### config.mk
export PLATFORM = sky130hd
export DESIGN_NAME = pc_sequencer
export DESIGN_NICKNAME = d
export VERILOG_FILES = /design/src/rtl/kgp_pkg.sv /design/src/rtl/pc_sequencer.sv
export SDC_FILE = /design/constraint.sdc
export NUM_CORES = 1
export LEC_CHECK = 0
export CAP_MARGIN = 40
export CORE_MARGIN = 1
export CORE_UTILIZATION = 43
export DETAILED_ROUTE_END_ITERATION = 7
export PLACE_DENSITY = 0.82
export SYNTH_ARGS = -nofsm -noshare
export SYNTH_HDL_FRONTEND = slang
export SYNTH_SLANG_ARGS = --single-unit
### constraint.sdc
create_clock -name clk -period 3.9 [get_ports clk]
set_input_delay 0.585 -clock clk [delete_from_list [all_inputs] [get_ports clk]]
set_output_delay 0.585 -clock clk [all_outputs]
set_load 0.05 [all_outputs]
### src/rtl/kgp_pkg.sv
// Shared definitions for the KGP-RISC fetch/sequencing path.
package kgp_pkg;

    localparam int unsigned PC_W     = 32;
    localparam int unsigned OFFSET_W = 26;
    localparam int unsigned PC_STEP  = 4;

    localparam logic [PC_W-1:0] RESET_PC = 32'h0000_0000;

    typedef enum logic [1:0] {
        S_IDLE  = 2'd0,
        S_FETCH = 2'd1,
        S_EXEC  = 2'd2,
        S_HALT  = 2'd3
    } pcseq_state_t;

    // Branch target: upper bits zero, low two bits forced to zero so the target is word aligned.
    function automatic logic [PC_W-1:0] branch_target(input logic [OFFSET_W-1:0] offset);
        return {{(PC_W-OFFSET_W){1'b0}}, offset[OFFSET_W-1:2], 2'b00};
    endfunction

endpackage

### src/rtl/pc_sequencer.sv
// Program counter and instruction-fetch sequencer for KGP-RISC.
// Owns the PC, performs a req/ack fetch with instruction memory, holds the
// fetched word while the datapath executes it, and advances the PC on retire.
//
// state   | meaning
// S_IDLE  | one cycle after reset before the first fetch
// S_FETCH | imem_req high at pc, waiting for imem_ack
// S_EXEC  | instr valid and held, waiting for exec_done
// S_HALT  | stopped by a halt instruction, only rst leaves
module pc_sequencer
    import kgp_pkg::*;
#(
    parameter logic [31:0] RESET_PC = kgp_pkg::RESET_PC,
    parameter int unsigned PC_STEP  = kgp_pkg::PC_STEP
) (
    input  logic        clk,
    input  logic        rst,
    input  logic        branch,
    input  logic [25:0] offset,
    input  logic        exec_done,
    input  logic        halt,
    output logic        imem_req,
    output logic [31:0] imem_addr,
    input  logic        imem_ack,
    input  logic [31:0] imem_data,
    output logic [31:0] instr,
    output logic        instr_valid,
    output logic [31:0] pc,
    output logic [31:0] link_addr,
    output logic        halted,
    output logic [31:0] retired_count
);

    pcseq_state_t      state;
    pcseq_state_t      next_state;
    logic [PC_W-1:0]   pc_seq;
    logic [PC_W-1:0]   pc_next;
    logic              retire;
    logic              offset_lsb_unused;

    // The branch unit may present unaligned offsets; the low bits are dropped by design.
    assign offset_lsb_unused = ^offset[1:0];

    assign pc_seq    = pc + PC_W'(PC_STEP);
    assign link_addr = pc_seq;
    assign imem_addr = pc;
    assign retire    = (state == S_EXEC) && exec_done;

    // State register.
    always_ff @(posedge clk or posedge rst) begin
        if (rst) begin
            state <= S_IDLE;
        end else begin
            state <= next_state;
        end
    end

    // Next-state and next-PC selection.
    always_comb begin
        next_state = state;
        pc_next    = pc;
        case (state)
            S_IDLE: begin
                next_state = S_FETCH;
            end
            S_FETCH: begin
                if (imem_ack) begin
                    next_state = S_EXEC;
                end
            end
            S_EXEC: begin
                if (exec_done) begin
                    if (halt) begin
                        next_state = S_HALT;
                    end else begin
                        next_state = S_FETCH;
                        pc_next    = branch ? branch_target(offset) : pc_seq;
                    end
                end
            end
            S_HALT: begin
                next_state = S_HALT;
            end
            default: begin
                next_state = S_IDLE;
            end
        endcase
    end

    // Registered outputs: request/halt flags follow the next state so they line up with it.
    always_ff @(posedge clk or posedge rst) begin
        if (rst) begin
            imem_req <= 1'b0;
            halted   <= 1'b0;
        end else begin
            imem_req <= (next_state == S_FETCH);
            halted   <= (next_state == S_HALT);
        end
    end

    // PC update on retire; halt leaves pc_next equal to pc.
    always_ff @(posedge clk or posedge rst) begin
        if (rst) begin
            pc <= RESET_PC;
        end else if (retire) begin
            pc <= pc_next;
        end
    end

    // Instruction latch and its valid flag.
    always_ff @(posedge clk or posedge rst) begin
        if (rst) begin
            instr       <= '0;
            instr_valid <= 1'b0;
        end else if ((state == S_FETCH) && imem_ack) begin
            instr       <= imem_data;
            instr_valid <= 1'b1;
        end else if (retire) begin
            instr_valid <= 1'b0;
        end
    end

    // Retired-instruction counter, wraps naturally.
    always_ff @(posedge clk or posedge rst) begin
        if (rst) begin
            retired_count <= '0;
        end else if (retire) begin
            retired_count <= retired_count + 32'd1;
        end
    end

endmodule

==> summary.md, run 1 <==
### Clock network
* number of buffers added by the clock tree synthesis step: 9
* root buf cell: clkbuf_16
* buffer levels on the longest clock path: 2
* total of hold buffers inserted after clock tree synthesis: 0
* clock-pin transition on the worst setup and hold timing paths: 0.07 ns
* count of H-tree levels built during CTS: 3
* clock latency on the worst-skew pair: 0.34 ns
* post-CTS setup-driven buffer insertion count: 0
* quantity of gates resized following cts: 0
* CTS tree: built
* CTS sink cnt: 99

### STA
* slew at the pin with the worst max-slew slack: 0.800 ns
* Clock Skews: 0.00751 ns
* endpoints failing hold: 0
* crit path time final: 3.68 ns
* Relative slew margins: 46.6%
* final worst path period share: 94.4%
* Setup TNS Final: 0 ns
* number of setup violations in the final report: 0
* final max-slew violation count: 0
* unrepaired setup endpoints after global routing: no
* Max Clock Freq: 0.272 GHz

### Drt
* number of DRC markers in iteration 0: 324
* routed wl met3: 1.22 mm
* Detailed Routing Iterations Pass 1: 7
* highest metal layer with signal wires: met4
* number of nets with antenna violations after routing: 0
* WL met1: 5.73 mm
* total DRC errors in the routed layout: 20
* average wire per standard cell: 16.9 µm
* wire length on met2: 6.87 mm
* total wirelength of the detailed-routed design: 14.1 mm
* via density per instance: 5.34
* total via count after detailed routing: 4450

### Critical path
* delay contributed by the slowest stage of the critical path: 0.82 ns
* end of the worst register-to-register path: imem_addr[18]
* crit path kind: reg -> out
* critical path capture point: link_addr[28]
* data arrival time of the worst path: 3.09 ns
* category of cells accounting for the largest share of critical-path delay: buffers and inverters
* maximum fanout along the worst path: 9
* ordered list of cells on the worst path: ha_1, nand3_1, nor3_4, buf_4, and4_1, xor2_1, clkdlybuf4s50_1
* number of cells traversed by the worst register-to-register path: 7
* worst reg2reg startpoint: imem_addr[2]
* register-to-register path setup slack: 1.65 ns
* CP endpoint kind: output pin
* startpoint type of the worst setup path: flip-flop
* data required time of the critical path: 3.31 ns
* worst path bufs/invs: 2
* Worst Setup SP: imem_addr[2]
* stages on the worst setup path: 7
* slowest library cell on the worst path: clkdlybuf4s50_1

### Power
* IR Drop Worst-Case VDD: 0.546 mV
* Sequential Power Share: 33.1%
* Internal Power: 2.36 mW
* portion of total power attributed to combinational logic: 47.0%
* Net Sw Frac: 44.4%
* total power per unit cell area: 559 nW/µm²
* switching power: 1.88 mW
* Pleak: 3.15 nW
* proportion of power drawn by the clock network: 19.9%

### Die
* starting density of the core: 45.0%
* Die Span X: 112 µm
* num rows: 39
* die boundary height: 112 µm
* IO Pins: 227
* core area: 11600 µm²
* DIE AREA: 12600 µm²

### Job
* maximum capacitance violations: 0

### Layout
* post-route non-filler standard cell count: 834
* area of combinational cells with multiple inputs: 2360 µm²
* Layout fillers: 960
* Post-layout nets: 752
* most common cell after layout, fill and taps aside: clkdlybuf4s50_1
* Finished Cell Area: 7570 µm²
* FF+latch area: 2480 µm²
* most frequent cells in the layout: clkdlybuf4s50_1 (218), dfrtp_1 (99), nand2_1 (42), xnor2_1 (42), mux2_2 (33)
* number of antenna cells inserted: 0
* layout cells sized above 1: 10.6%
* synth-to-layout area growth: 45.0%

### Synth
* total of warnings raised by yosys: 0
* share of the yosys chip area belonging to registers: 47.4%
* cell count after synthesis: 504
* count of flip-flops with a built-in enable after synthesis: 0
* Post-Syn Area: 5220 µm²
* most used flip-flop cell after synthesis: dfrtp_1
* count of distinct cell types in the synthesized netlist: 56
* share of synthesized registers carrying an async set or reset: 100%
* synthesized area per cell: 10.4 µm²
* count of state elements after synthesis: 99

### Global routing
* number of global-route vias before repair: 4364
* largest net degree at the start of global routing: 64
* wire length of the first global-routing pass: 22.6 mm
* total routing usage reported by global routing: 22.6%
* overall overflow remaining after global route: 0
* antenna violations before repair: 0

### Placement
* Cell Count Post-Placement: 818
* Final GP Congestion: 0.869
* placed cell areas: 7290 µm²
* hpwl dp: 10.5 mm
* number of I/O port buffers: 218

### Outcome
* violations in the final reports: DRC
* outcome: finished, violations left

### Hold path
* hold crit path type: reg -> reg

-- registers in the layout, indices dropped and copies added, names as in the netlist --
| signal | flops |
|---|---|
| instr_valid | 1 |
| instr | 32 |
| imem_req | 1 |
| retired_count | 32 |
| imem_addr | 30 |
| halted | 1 |
| state | 2 |
-- metal layers --
layer | global-route usage, % | up-vias
li1 | - | 2101
met5 | 0 | -
met1 | 27.8 | 2123
met3 | 6.37 | 22
met4 | 7.29 | 0
met2 | 38.4 | 204
-- how the worst min path moves through the flow --
stage / from / cells past startpoint / end / slack (ns)
finish: retired_count[31] / 1 / retired_count[31] / 0.49
CTS: retired_count[31] / 1 / retired_count[31] / 0.49
floorplan: state[1] / 1 / imem_req / 0.52
detailed placement: retired_count[31] / 1 / retired_count[31] / 0.48
global route: retired_count[31] / 1 / retired_count[31] / 0.51
global placement: retired_count[31] / 1 / retired_count[31] / 0.46
-- power by group through the flow --
| stage | combinational (mW) | clock [mW] | sequential, mW |
|---|---|---|---|
| 2_1_floorplan | 0.692 | 0 | 2.06 |
| 3_3_place_gp | 1.98 | 0 | 1.40 |
| 3_5_place_dp | 2.00 | 0 | 1.42 |
| 4_1_cts | 2.01 | 0.863 | 1.40 |
| 5_1_grt | 2.06 | 0.912 | 1.43 |
| 6_report | 1.99 | 0.843 | 1.40 |
-- cell type report --
| class | count | area share [%] |
|---|---|---|
| clock inverters | 5 | 0.496 |
| repair buffers | 225 | 29.5 |
| multi-input cells | 341 | 31.2 |
| inverters | 10 | 0.529 |
| clock buffers | 11 | 3.21 |
| well taps | 143 | 2.36 |
| flip-flops and latches | 99 | 32.7 |
-- cell families after synthesis --
family	Yosys count	synth area share, %
simple gates	163	17.8
flops	99	47.4
compound gates	76	9.03
buf+inv	69	7.83
xor+xnor	59	9.89
mux	35	7.50
fa+ha+maj	2	0.479
other cells	1	0.0718
-- metrics by stage --
step	hold slack [ns]	setup slack (ns)	utilization, %	power (mW)
2_1_floorplan	0.525	0.634	-	2.76
3_3_place_gp	0.463	0.607	62.8	3.38
3_5_place_dp	0.477	0.559	62.8	3.42
4_1_cts	0.490	0.194	65.2	4.27
5_1_grt	0.505	0.0405	65.2	4.40
6_report	0.488	0.220	65.2	4.24
-- cells in the mapped netlist (all sizes together) (10+ instances only) --
master	instances	area share, %
xor2	17	2.9
clkbuf	14	1.1
o21ai	29	2.8
inv	10	0.72
a21oi	16	1.5
nand2	43	3.2
mux2	33	7.1
xnor2	42	7.0
dfrtp	99	47
buf	45	6.1
nand3	28	2.8
nor2	28	2.0
nand4	19	3.0
(Power assumes the default switching activity.)
==> run 2: changes to the inputs <==
--- a/config.mk
+++ b/config.mk
@@ -5,6 +5,7 @@
 export SDC_FILE = /design/constraint.sdc
 export NUM_CORES = 1
 export LEC_CHECK = 0
+export ABC_AREA = 0
 export CAP_MARGIN = 40
 export CORE_MARGIN = 1
 export CORE_UTILIZATION = 43
==> results of run 2 <==
The final DEF is identical to that of run 1; final timing and power are the same.
